==> config.mk <==
export PLATFORM = sky130hd
export DESIGN_NAME = wb_arbiter
export DESIGN_NICKNAME = d
export VERILOG_FILES = /design/src/rtl/wb_arbiter.sv
export SDC_FILE = /design/constraint.sdc
export NUM_CORES = 1
export LEC_CHECK = 0
export ABC_AREA = 0
export CAP_MARGIN = 5
export CORE_ASPECT_RATIO = 1.5
export CORE_UTILIZATION = 46
export CTS_CLUSTER_DIAMETER = 50
export DETAILED_ROUTE_END_ITERATION = 10
export PLACE_DENSITY = 0.88
export SLEW_MARGIN = 10
export SYNTH_ARGS = -nofsm -noshare
export SYNTH_HDL_FRONTEND = slang
export SYNTH_SLANG_ARGS = --single-unit
==> constraint.sdc <==
create_clock -name clk -period 2.6 [get_ports clk]
set_clock_uncertainty 0.05 [all_clocks]
set_input_delay 0.39 -clock clk [delete_from_list [all_inputs] [get_ports clk]]
set_output_delay 0.39 -clock clk [all_outputs]
set_load 0.005 [all_outputs]
==> src/rtl/wb_arbiter.sv <==
// wb_arbiter: owns the register file's single write port and merges two sources.
//   The in-order pipeline (pipe_*) always wins the port and never backpressures.
//   Mul/div results (md_*) arrive over a valid/ready handshake into a small FIFO.
//   A pipeline write kills any queued mul/div write to the same register, so the
//   newer value survives.
// Ports:
//   clk, rst                       clock, synchronous active-low reset
//   pipe_we/pipe_waddr/pipe_wdata  pipeline write-back request
//   md_valid/md_waddr/md_wdata     mul/div result offer; md_ready accepts it (comb)
//   raddr1/raddr2 -> pend1/pend2   decode hazard query against live FIFO entries (comb)
//   stall_req                      registered request to withhold pipe_we (starvation)
//   we/waddr/wdata                 registered register-file write port
module wb_arbiter #(
  parameter int unsigned DEPTH        = 2,
  parameter int unsigned STARVE_LIMIT = 4
) (
  input  logic        clk,
  input  logic        rst,
  input  logic        pipe_we,
  input  logic [4:0]  pipe_waddr,
  input  logic [31:0] pipe_wdata,
  input  logic        md_valid,
  input  logic [4:0]  md_waddr,
  input  logic [31:0] md_wdata,
  output logic        md_ready,
  input  logic [4:0]  raddr1,
  input  logic [4:0]  raddr2,
  output logic        pend1,
  output logic        pend2,
  output logic        stall_req,
  output logic        we,
  output logic [4:0]  waddr,
  output logic [31:0] wdata
);

  localparam int unsigned AW = 5;
  localparam int unsigned DW = 32;
  localparam int unsigned PW = $clog2(DEPTH);
  localparam int unsigned CW = PW + 1;
  localparam int unsigned SW = 4;
  localparam logic [CW-1:0] DEPTH_C = CW'(DEPTH);
  localparam logic [SW-1:0] LIMIT_C = SW'(STARVE_LIMIT);

  // FIFO storage and bookkeeping
  logic [DEPTH-1:0] r_live;
  logic [AW-1:0]    r_addr [DEPTH];
  logic [DW-1:0]    r_data [DEPTH];
  logic [PW-1:0]    r_rd_ptr;
  logic [PW-1:0]    r_wr_ptr;
  logic [CW-1:0]    r_count;
  logic [SW-1:0]    r_starve;

  // Registered outputs
  logic             r_we;
  logic [AW-1:0]    r_waddr;
  logic [DW-1:0]    r_wdata;
  logic             r_stall;

  // Combinational decode
  logic             w_pipe_eff;
  logic             w_head_valid;
  logic             w_head_live;
  logic             w_live_pop;
  logic             w_dead_pop;
  logic             w_pop;
  logic             w_push;
  logic             w_push_live;
  logic [CW-1:0]    w_count_nxt;
  logic [SW-1:0]    w_starve_nxt;
  logic             w_hit1;
  logic             w_hit2;

  // Port arbitration: pipeline first, then a live head; a dead head is always dropped
  always_comb begin
    w_pipe_eff   = pipe_we && (pipe_waddr != '0);
    w_head_valid = (r_count != '0);
    w_head_live  = w_head_valid && r_live[r_rd_ptr];
    w_live_pop   = w_head_live && !w_pipe_eff;
    w_dead_pop   = w_head_valid && !r_live[r_rd_ptr];
    w_pop        = w_live_pop || w_dead_pop;
    md_ready     = (r_count < DEPTH_C) && rst;
    w_push       = md_valid && md_ready;
    // An x0 result, or one overtaken by a same-cycle pipeline write, enters dead
    w_push_live  = (md_waddr != '0) && !(w_pipe_eff && (md_waddr == pipe_waddr));
    w_count_nxt  = r_count + CW'(w_push) - CW'(w_pop);
  end

  // Starvation counter next value: clear wins over increment
  always_comb begin
    w_starve_nxt = r_starve;
    if (w_live_pop || (w_count_nxt == '0)) begin
      w_starve_nxt = '0;
    end else if (w_head_live && w_pipe_eff && (r_starve < LIMIT_C)) begin
      w_starve_nxt = r_starve + SW'(1);
    end
  end

  // Hazard lookup over live entries only (dead/empty slots never have live set)
  always_comb begin
    w_hit1 = 1'b0;
    w_hit2 = 1'b0;
    for (int unsigned i = 0; i < DEPTH; i++) begin
      if (r_live[i] && (r_addr[i] == raddr1)) w_hit1 = 1'b1;
      if (r_live[i] && (r_addr[i] == raddr2)) w_hit2 = 1'b1;
    end
    pend1 = rst && (raddr1 != '0) && w_hit1;
    pend2 = rst && (raddr2 != '0) && w_hit2;
  end

  // FIFO state; later assignments to r_live override earlier ones on the same slot
  always_ff @(posedge clk) begin
    if (!rst) begin
      r_live   <= '0;
      r_rd_ptr <= '0;
      r_wr_ptr <= '0;
      r_count  <= '0;
      for (int unsigned i = 0; i < DEPTH; i++) begin
        r_addr[i] <= '0;
        r_data[i] <= '0;
      end
    end else begin
      if (w_pipe_eff) begin
        for (int unsigned i = 0; i < DEPTH; i++) begin
          if (r_addr[i] == pipe_waddr) r_live[i] <= 1'b0;
        end
      end
      if (w_pop) begin
        r_live[r_rd_ptr] <= 1'b0;
        r_rd_ptr         <= r_rd_ptr + PW'(1);
      end
      // Push never targets the head slot: push needs count<DEPTH, pop needs count>0
      if (w_push) begin
        r_live[r_wr_ptr] <= w_push_live;
        r_addr[r_wr_ptr] <= md_waddr;
        r_data[r_wr_ptr] <= md_wdata;
        r_wr_ptr         <= r_wr_ptr + PW'(1);
      end
      r_count <= w_count_nxt;
    end
  end

  // Write port, starvation counter and stall request
  always_ff @(posedge clk) begin
    if (!rst) begin
      r_we     <= 1'b0;
      r_waddr  <= '0;
      r_wdata  <= '0;
      r_starve <= '0;
      r_stall  <= 1'b0;
    end else begin
      if (w_pipe_eff) begin
        r_we    <= 1'b1;
        r_waddr <= pipe_waddr;
        r_wdata <= pipe_wdata;
      end else if (w_live_pop) begin
        r_we    <= 1'b1;
        r_waddr <= r_addr[r_rd_ptr];
        r_wdata <= r_data[r_rd_ptr];
      end else begin
        r_we    <= 1'b0;
      end
      r_starve <= w_starve_nxt;
      r_stall  <= (w_starve_nxt == LIMIT_C);
    end
  end

  assign we        = r_we;
  assign waddr     = r_waddr;
  assign wdata     = r_wdata;
  assign stall_req = r_stall;

endmodule

# [After elaboration in Yosys (flattened, before gate mapping)]
# Memory sizes are Yosys's and may differ from the RTL's. A register that Yosys moved wholly into a read port is not among the register bits.
# Cells that the tools add are included.
[totals] latch_bits=0 mem_bits_ro=0 register_bits=49 mem_count=2 output_inout_bits=42 mem_bits_rw=74 in_bits=88
[classes] reduce_logical=34 eq_ne=8 muxes=40 div_mod_pow=0 n_lt_le_gt_ge=6 add_sub_neg=5 shift=0 mul=0 n_bitwise=2
[mem_list] memory="r_data" depth=2 width=32 rd=1 rd_clocked_by_memory_dff=1 write_ports=2 line_no="47" rtl="logic [DW-1:0] r_data [DEPTH];"
[mem_list] memory="r_addr" depth=2 width=5 rd=3 rd_clocked_by_memory_dff=1 write_ports=2 line_no="46" rtl="logic [AW-1:0] r_addr [DEPTH];"
[ops] cell="2-to-1 mux 32 bit" n=3
[ops] cell="equality test 5 bit" n=7
[ops] cell="OR reduction 32 bit" n=1
[ops] cell="2-to-1 mux 1 bit" n=24
[ops] cell="logical AND 1 bit" n=20
[ops] cell="nonzero test 5 bit" n=4
[ops] cell="2-to-1 mux 5 bit" n=3
[ops] cell="2-to-1 mux 2 bit" n=5
[ops] cell="2-to-1 mux 4 bit" n=2
[ops] cell="OR reduction 5 bit" n=1
[ops] cell="adder 4 x 1 -> 4 bit (second input constant)" n=1
[ops] cell="equality test 4 x 3 -> 1 bit (second input constant)" n=1
[ops] cell="< comparator 1 x 2 -> 1 bit (second input constant)" n=2
[ops] cell="< comparator 4 x 3 -> 1 bit (second input constant)" n=1
[ops] cell="nonzero test 2 bit" n=2
[ops] cell="zero test 1 bit" n=3
[ops] cell="adder 1 bit (second input constant)" n=2
[ops] cell="adder 2 x 1 -> 2 bit" n=1
[ops] cell="AND 2 bit" n=1
[ops] cell="bitwise mux 2 bit" n=1
[ops] cell="demux 1 bit (select 1 bit)" n=2
[ops] cell="greater-or-equal comparator 1 bit (second input constant)" n=2
[ops] cell="zero test 2 bit" n=1
[ops] cell="logical OR 1 bit" n=2
[ops] cell="other kinds (3)" n=3

# [Logic depth before layout (Yosys ltp)]
# Gate-level depths: netlist (run 1).
[logic_depth] depth_word=10 depth_mapped=8 depth_no_buf=8

# [Worst setup path after synthesis (run 1)]
# No wires, ideal clock.
[synth_path] path_type="input to register" startpoint="input port pipe_waddr[1]" endpoint="register r_starve[0]" setup_slack_ns=0.080 cell_stages=8 n_path_buf=0 arrival_time_ns=2.339 path_cell_list="or4_4 > o211ai_4 > nand2_1 > a32o_1 > ha_1 > a31o_2 > a211oi_2 > nor3_1"
[synth_via] elab_chain_cells=9 elab_cells_between_ends=12
[synth_lines] item="from (decl)" line_no="20" rtl="input logic [4:0] pipe_waddr,"
[synth_lines] item="nonzero test 5 bit *" line_no="75" rtl="w_pipe_eff = pipe_we && (pipe_waddr != '0);"
[synth_lines] item="logical AND 1 bit *" line_no="75"
[synth_lines] item="zero test 1 bit" line_no="78" rtl="w_live_pop = w_head_live && !w_pipe_eff;"
[synth_lines] item="logical AND 1 bit" line_no="78"
[synth_lines] item="logical OR 1 bit" line_no="80" rtl="w_pop = w_live_pop || w_dead_pop;"
[synth_lines] item="subtractor 2 x 1 -> 2 bit" line_no="85" rtl="w_count_nxt = r_count + CW'(w_push) - CW'(w_pop);"
[synth_lines] item="zero test 2 bit" line_no="91" rtl="if (w_live_pop || (w_count_nxt == '0)) begin"
[synth_lines] item="logical OR 1 bit" line_no="91"
[synth_lines] item="2-to-1 mux 4 bit *" line_no="91"
[synth_lines] item="to (signal assigned)" line_no="162" rtl="r_starve <= w_starve_nxt;"
[synth_lines] item="to (decl)" line_no="51" rtl="logic [SW-1:0] r_starve;"
# Every way passes the cells marked *; elsewhere a longest branch is shown, timed or not.
# A chain may end at the register's enable or synchronous reset.

# [Final worst setup path (run 1)]
[layout_path] startpoint="input port pipe_waddr[1]" endpoint="register r_starve[1]"
# The elaborated chain is that of the path after synthesis.

==> load_flow_metrics.sql, run 1 <==
INSERT INTO impl_metrics (metric_group, metric, value, unit) VALUES
('cts', 'cts_root_buf', 'sky130_fd_sc_hd__clkbuf_16', ''),
('power', 'power.total', '6.31', 'mW'),
('final_layout', 'filler_cell_count', '900', ''),
('synthesis', 'share_of_async_settable_or_async_resettable_flops_after_synthesis', '0', ''),
('synthesis', 'yosys_register_bits', '124', ''),
('final_layout', 'layout.nets', '770', ''),
('timing', 'finalCritPeriodShare', '0.966', ''),
('job', 'timing.max_cap.violations', '0', ''),
('synthesis', 'synth-edff-count', '74', ''),
('min_path', 'hold_class', 'input port to flip-flop', ''),
('synthesis', 'synth_most_common_cell', 'sky130_fd_sc_hd__nand2_1', ''),
('status', 'result_of_the_run', 'complete, no violations', ''),
('cts', 'holdBufCountCts', '0', ''),
('die', 'floorplan.die.width', '94.7', 'um'),
('detailed_routing', 'postRouteAntennaNets', '0', ''),
('timing', 'hold_ws', '0.320', 'ns'),
('global_routing', 'grt_remaining_overflow', '0', ''),
('synthesis', 'synth.top_cells.by_count', '82 x sky130_fd_sc_hd__nand2_1, 79 x sky130_fd_sc_hd__and2_1, 74 x sky130_fd_sc_hd__edfxtp_1', ''),
('timing', 'slew_violations', '0', ''),
('power', 'vdd_ir_drop_max', '484', 'uV'),
('detailed_routing', 'drt_iter0_markers', '192', ''),
('synthesis', 'synth.distinct_cells', '41', ''),
('worst_setup_path', 'crit_fanout', '5', ''),
('detailed_routing', 'route.final.wire_length', '14900', 'um'),
('die', 'pin_count', '130', ''),
('synthesis', 'postSynth.topFlopCell', 'sky130_fd_sc_hd__edfxtp_1', ''),
('synthesis', 'syn-num-nets', '625', ''),
('timing', 'worstMarginPinSlew', '0.590', 'ns'),
('synthesis', 'mappedNetlistArea', '5930', 'sq um'),
('detailed_routing', 'met2WireLength', '8080', 'um'),
('cts', 'cts_htree_levels', '4', ''),
('timing', 'report.final.hold_viol_count', '0', ''),
('synthesis', 'synthDominantCellAreaShare', '0.375', ''),
('global_routing', 'grt_antenna_before_repair', '0', ''),
('die', 'core_footprint', '12500', 'sq um'),
('synthesis', 'synth_warnings', '0', ''),
('cts', 'clk_path_buf_depth', '2', ''),
('die', 'design.die.area', '13400', 'sq um'),
('detailed_routing', 'wire_per_inst', '17.6', 'um'),
('final_layout', 'final_layout_size_suffix_gt1_frac', '0.113', ''),
('die', 'fp-row-count', '50', ''),
('timing', 'totalNegativeSetupSlack', '0', 'ns'),
('worst_setup_path', 'worst-setup-path-type', 'input port to flip-flop', ''),
('detailed_routing', 'met1_length', '5440', 'um'),
('cts', 'clock_tree_from_tritoncts', 'built', ''),
('detailed_routing', 'via_per_inst', '5.46', ''),
('worst_setup_path', 'critical_path.startpoint_type', 'input port', ''),
('die', 'chipHeight', '141', 'um'),
('cts', 'numCtsBuffers', '17', ''),
('synthesis', 'ys_top_cells_by_area', 'sky130_fd_sc_hd__edfxtp_1 37%, sky130_fd_sc_hd__dfxtp_1 17%, sky130_fd_sc_hd__and2_1 8.3%', ''),
('cts', 'cts_sinks', '124', ''),
('synthesis', 'netlist_instances', '535', ''),
('die', 'floorplan.initialDensity', '0.474', ''),
('power', 'power_per_unit_of_standard_cell_area', '766', 'nW/um^2'),
('detailed_routing', 'drt_pre_antenna_iters', '4', ''),
('placement', 'placed_cells_incl_taps', '807', ''),
('global_routing', 'grt_first_pass_wirelength', '23200', 'um'),
('timing', 'finalSetupViolCount', '0', ''),
('worst_setup_path', 'worst_ep_required_time', '2.82', 'ns'),
('final_layout', 'antenna_cells_inserted', '0', ''),
('detailed_routing', 'route.met3.wl', '801', 'um'),
('timing', 'setup_repair_after_global_routing_missed_its_margin', 'false', ''),
('global_routing', 'number_of_global_route_vias_before_repair', '4923', ''),
('cts', 'worst_skew_pair.late_latency', '0.41', 'ns'),
('timing', 'fin_crit', '2.51', 'ns'),
('global_routing', 'grt_start_max_net_pins', '77', ''),
('synthesis', 'yosysSeqAreaShare', '0.544', ''),
('timing', 'fmax', '0.398', 'GHz'),
('worst_setup_path', 'cp_capture_type', 'flip-flop', ''),
('cts', 'path_clk_slew', '0.06', 'ns'),
('synthesis', 'synth.largest_area_cell', 'sky130_fd_sc_hd__edfxtp_1', '');
==> through the flow <==
step	utilization	cell area (sq um)	setup WS (ns)
floorplan	-	5930	0.0799
CTS	0.656	8200	0.00379
global route	0.659	8240	0.0113
finish	0.659	8240	0.0883
global placement	0.600	7510	-0.300
detailed placement	0.600	7510	-0.425
==> cells in the final DEF, fill, tap and decap left out, types with 3 or more instances in the layout <==
master                            Yosys  final
sky130_fd_sc_hd__clkdlybuf4s50_1      0    122
sky130_fd_sc_hd__nand2_1             82     82
sky130_fd_sc_hd__and2_1              79     79
sky130_fd_sc_hd__edfxtp_1            74     74
sky130_fd_sc_hd__dfxtp_1             50     49
sky130_fd_sc_hd__mux2i_1             40     40
sky130_fd_sc_hd__o211ai_1            37     37
sky130_fd_sc_hd__a21boi_0            29     29
sky130_fd_sc_hd__buf_4                4     26
sky130_fd_sc_hd__xor2_1              25     25
sky130_fd_sc_hd__clkbuf_16            0     17
sky130_fd_sc_hd__xnor2_1             15     15
sky130_fd_sc_hd__a21boi_1             8      8
sky130_fd_sc_hd__nor4_1               5      5
sky130_fd_sc_hd__nor3_1               7      5
sky130_fd_sc_hd__clkinv_2             0      5
sky130_fd_sc_hd__dlymetal6s2s_1       0      5
sky130_fd_sc_hd__buf_12               0      5
sky130_fd_sc_hd__nand3_1              4      4
sky130_fd_sc_hd__o21ai_0              4      4
sky130_fd_sc_hd__bufinv_16            0      4
sky130_fd_sc_hd__or4_1                3      3
sky130_fd_sc_hd__a21oi_1              3      3
sky130_fd_sc_hd__nand4_1              3      3
sky130_fd_sc_hd__nor3b_1              4      3
==> report_power, final <==
group / internal, mW / switching, mW
combinational: 0.707 / 0.636
clock: 1.62 / 0.842
sequential: 2.32 / 0.187
==> critical path: stages <==
cell                              delay, ns
sky130_fd_sc_hd__clkdlybuf4s50_1       0.41
sky130_fd_sc_hd__or4_4                 0.44
sky130_fd_sc_hd__o211ai_4              0.21
sky130_fd_sc_hd__buf_6                 0.13
sky130_fd_sc_hd__a32o_1                0.14
sky130_fd_sc_hd__ha_2                  0.22
sky130_fd_sc_hd__buf_4                 0.13
sky130_fd_sc_hd__nand4_1               0.15
sky130_fd_sc_hd__a211oi_4              0.40
sky130_fd_sc_hd__nor3_1                0.11
==> per-layer routing <==
metal | vias to the layer above | global-route usage
met5 | - | 0
met2 | 179 | 0.428
met3 | 46 | 0.0539
met1 | 2207 | 0.239
met4 | 0 | 0.116
li1 | 2200 | -
==> cell type report <==
class,instances,area (sq um),share of cell area
flip-flops and latches,124,3220,0.391
repair buffers,161,1600,0.195
multi-input cells,375,2590,0.315
well taps,156,195,0.0237
inverters,1,3.75,0.000456
clock buffers,20,447,0.0542
clock inverters,12,170,0.0207
==> cells by family after synthesis <==
logic type                 Yosys count  share of synthesized area
and+or+nand+nor                    197                      0.173
DFF                                124                      0.544
AOI/OAI and AO/OA                   95                      0.125
muxes                               41                     0.0694
xor gates and xnor gates            40                     0.0591
buffers and inverters               36                     0.0262
adders and majority gates            2                    0.00422
==> state kept, by name, summed over array words and instances, names as in the netlist, named ones only <==
signal / cells
waddr: 5
r_rd_ptr: 1
we: 1
r_starve: 4
stall_req: 1
r_data: 64
r_wr_ptr: 1
wdata: 32
r_live: 2
r_addr: 10
r_count: 2
==> path summary, 6_finish.rpt <==
path,startpoint,end,slack [ns],cells after the start
max,pipe_waddr[1],r_starve[1],0.09,10
min,rst,wdata[5],0.32,2
max reg2reg,r_rd_ptr,r_starve[1],0.22,9
min reg2reg,r_starve[3],r_starve[3],0.50,1
==> repair_timing <==
item	4_1_cts	5_1_grt
endpoints found under the hold margin	0	0
setup buffers	9	1
resized for setup	2	9
endpoints found under the setup margin	3	6
pin swaps	4	6
Power figures use the tool's default switching activity.
==> run 2, diff against run 1 <==
--- a/config.mk
+++ b/config.mk
@@ -8,6 +8,7 @@
 export ABC_AREA = 0
 export CAP_MARGIN = 5
 export CORE_ASPECT_RATIO = 1.5
+export CORE_MARGIN = 2
 export CORE_UTILIZATION = 46
 export CTS_CLUSTER_DIAMETER = 50
 export DETAILED_ROUTE_END_ITERATION = 10
==> load_flow_metrics.sql, run 2 (synthesis results as in run 1) <==
INSERT INTO impl_metrics (metric_group, metric, value, unit) VALUES
('global_routing', 'grt_first_pass_wirelength', '24100', 'um'),
('final_layout', 'mostFrequentLayoutCell', 'sky130_fd_sc_hd__clkdlybuf4s50_1', ''),
('detailed_routing', 'drt_pre_antenna_iters', '5', ''),
('detailed_routing', 'wire_per_inst', '18.1', 'um'),
('cts', 'numCtsBuffers', '17', ''),
('placement', 'dpl_worst_slack', '-0.403', 'ns'),
('detailed_routing', 'drc', '0', ''),
('final_layout', 'antenna_cells_inserted', '0', ''),
('die', 'chipHeight', '143', 'um'),
('die', 'floorplan.initialDensity', '0.474', ''),
('cts', 'cts_htree_levels', '4', ''),
('timing', 'setup_repair_after_global_routing_missed_its_margin', 'true', ''),
('final_layout', 'most-common-layout-cells', '124 x sky130_fd_sc_hd__clkdlybuf4s50_1, 82 x sky130_fd_sc_hd__nand2_1, 79 x sky130_fd_sc_hd__and2_1, 74 x sky130_fd_sc_hd__edfxtp_1, 49 x sky130_fd_sc_hd__dfxtp_1', ''),
('cts', 'worst_skew_pair.late_latency', '0.41', 'ns'),
('timing', 'report.final.hold_viol_count', '0', ''),
('detailed_routing', 'met2WireLength', '8540', 'um'),
('worst_setup_path', 'crit_fanout', '5', ''),
('worst_setup_path', 'worst_ep_required_time', '2.83', 'ns'),
('timing', 'worst_slew_margin_rel', '0.579', ''),
('final_layout', 'filler_cell_count', '933', ''),
('final_layout', 'max_flop_register', 'r_data', ''),
('global_routing', 'grt_remaining_overflow', '0', ''),
('global_routing', 'grt_start_max_net_pins', '42', ''),
('placement', 'numPortBuffers', '129', ''),
('timing', 'finalCritPeriodShare', '0.965', ''),
('detailed_routing', 'highest-signal-layer', 'met4', ''),
('power', 'vdd_ir_drop_max', '402', 'uV'),
('detailed_routing', 'via_per_inst', '5.57', ''),
('cts', 'cts_root_buf', 'sky130_fd_sc_hd__clkbuf_16', ''),
('timing', 'hold_ws', '0.317', 'ns'),
('cts', 'clock_tree_from_tritoncts', 'built', ''),
('job', 'timing.max_cap.violations', '0', ''),
('min_path', 'timing.hold.worst.start', 'rst', ''),
('timing', 'worstMarginPinSlew', '0.631', 'ns'),
('die', 'design.die.area', '13800', 'sq um'),
('worst_setup_path', 'r2r-start', 'r_rd_ptr', ''),
('die', 'pin_count', '130', ''),
('timing', 'fin_crit', '2.51', 'ns'),
('worst_setup_path', 'critical_path.startpoint_type', 'input port', ''),
('final_layout', 'layout.cells.non_filler', '849', ''),
('min_path', 'hold_class', 'input port to flip-flop', ''),
('final_layout', 'layout.nets', '770', ''),
('detailed_routing', 'number_of_vias_in_the_routed_layout', '4725', ''),
('die', 'fp-row-count', '50', ''),
('global_routing', 'grt.total_usage', '0.224', ''),
('detailed_routing', 'route.met3.wl', '915', 'um'),
('power', 'leakage', '3.00', 'nW'),
('power', 'power_per_unit_of_standard_cell_area', '761', 'nW/um^2'),
('worst_setup_path', 'worst-setup-path-type', 'input port to flip-flop', ''),
('cts', 'path_clk_slew', '0.06', 'ns'),
('timing', 'slew_violations', '0', ''),
('status', 'result_of_the_run', 'complete, no violations', ''),
('final_layout', 'final_layout_size_suffix_gt1_frac', '0.113', ''),
('worst_setup_path', 'cp_capture_type', 'flip-flop', ''),
('detailed_routing', 'met1_length', '5420', 'um'),
('timing', 'timing.final.ws_setup', '0.0913', 'ns'),
('final_layout', 'largest_register_ff_count', '64', ''),
('placement', 'placer_s_final_routability_congestion_estimate', '0.803', ''),
('timing', 'fmax', '0.399', 'GHz'),
('worst_setup_path', 'startpoint', 'pipe_waddr[1]', ''),
('detailed_routing', 'route.final.wire_length', '15400', 'um'),
('global_routing', 'number_of_global_route_vias_before_repair', '4888', ''),
('global_routing', 'grt_antenna_before_repair', '0', ''),
('die', 'floorplan.die.width', '96.7', 'um'),
('detailed_routing', 'postRouteAntennaNets', '0', ''),
('cts', 'clk_path_buf_depth', '2', ''),
('worst_setup_path', 'timing.critical_path.arrival', '2.74', 'ns'),
('placement', 'placed_cells_incl_taps', '809', ''),
('cts', 'cts_sinks', '124', ''),
('power', 'power.total', '6.24', 'mW'),
('timing', 'finalSetupViolCount', '0', ''),
('die', 'core_footprint', '12500', 'sq um'),
('final_layout', 'layout-area-overhead-vs-synth', '38.3', '%'),
('placement', 'half_perimeter_wire_length_after_placement', '10400', 'um'),
('detailed_routing', 'drt_iter0_markers', '247', '');
## run 2: changes by cell type in the layout (fill, tap and decap cells not counted), moves of 2 or more
| cell | previous run | this run |
|---|---|---|
| sky130_fd_sc_hd__dlymetal6s2s_1 | 5 | 0 |
| sky130_fd_sc_hd__inv_4 | 0 | 4 |
| sky130_fd_sc_hd__dlygate4sd2_1 | 1 | 4 |
| sky130_fd_sc_hd__bufinv_16 | 4 | 2 |
| sky130_fd_sc_hd__clkbuf_16 | 17 | 19 |
| sky130_fd_sc_hd__clkdlybuf4s50_1 | 122 | 124 |
| sky130_fd_sc_hd__clkinv_2 | 5 | 3 |
| sky130_fd_sc_hd__clkinv_4 | 2 | 0 |
## run 2: layer usage
layer / vias up / track usage
li1: 2196 / -
met1: 2291 / 0.230
met2: 196 / 0.430
met3: 42 / 0.0489
met4: 0 / 0.104
met5: - / 0
## run 2: metrics by stage
stage	area, sq um	util	TNS, ns
finish	8200	0.655	0
global route	8200	0.655	-0.0281
CTS	8180	0.654	0
detailed placement	7510	0.601	-2.12
global placement	7510	0.601	-1.51
floorplan	5930	-	0
## run 2: final timing paths
kind / slack, ns / cells after the start / end
worst max-delay path: 0.09 / 9 / r_starve[0]
worst min-delay path: 0.32 / 2 / wdata[5]
worst max register to register: 0.32 / 8 / r_starve[0]
worst min register to register: 0.50 / 1 / r_starve[3]
## run 2: worst max-delay path, stage by stage
cell and delay, ns:
sky130_fd_sc_hd__clkdlybuf4s50_1 0.42, sky130_fd_sc_hd__or4_4 0.56, sky130_fd_sc_hd__o211ai_4 0.19, sky130_fd_sc_hd__nand2_1 0.07, sky130_fd_sc_hd__a32o_1 0.27, sky130_fd_sc_hd__ha_2 0.19, sky130_fd_sc_hd__a31o_2 0.24, sky130_fd_sc_hd__a211oi_4 0.31
sky130_fd_sc_hd__nor3_1 0.11
## run 2: area by class of cell
cell class                 count  area, sq um  share of cell area
sequential                   124         3220               0.393
multi-input combinational    375         2590               0.317
timing repair buffer         161         1580               0.192
clock buffer                  22          497              0.0606
tap                          156          195              0.0238
clock inverter                10          108              0.0131
inverter                       1         3.75            0.000458
## run 2: timing repair
action	CTS	global route
setup endpoints to repair	2	6
hold buffers	0	0
pin swaps	4	1
gates resized for setup	5	4
buffers inserted	8	0
## run 2: where the power goes
group | switching (mW) | internal, mW | total [mW]
combinational | 0.630 | 0.705 | 1.33
sequential | 0.193 | 2.32 | 2.51
clock | 0.846 | 1.55 | 2.39
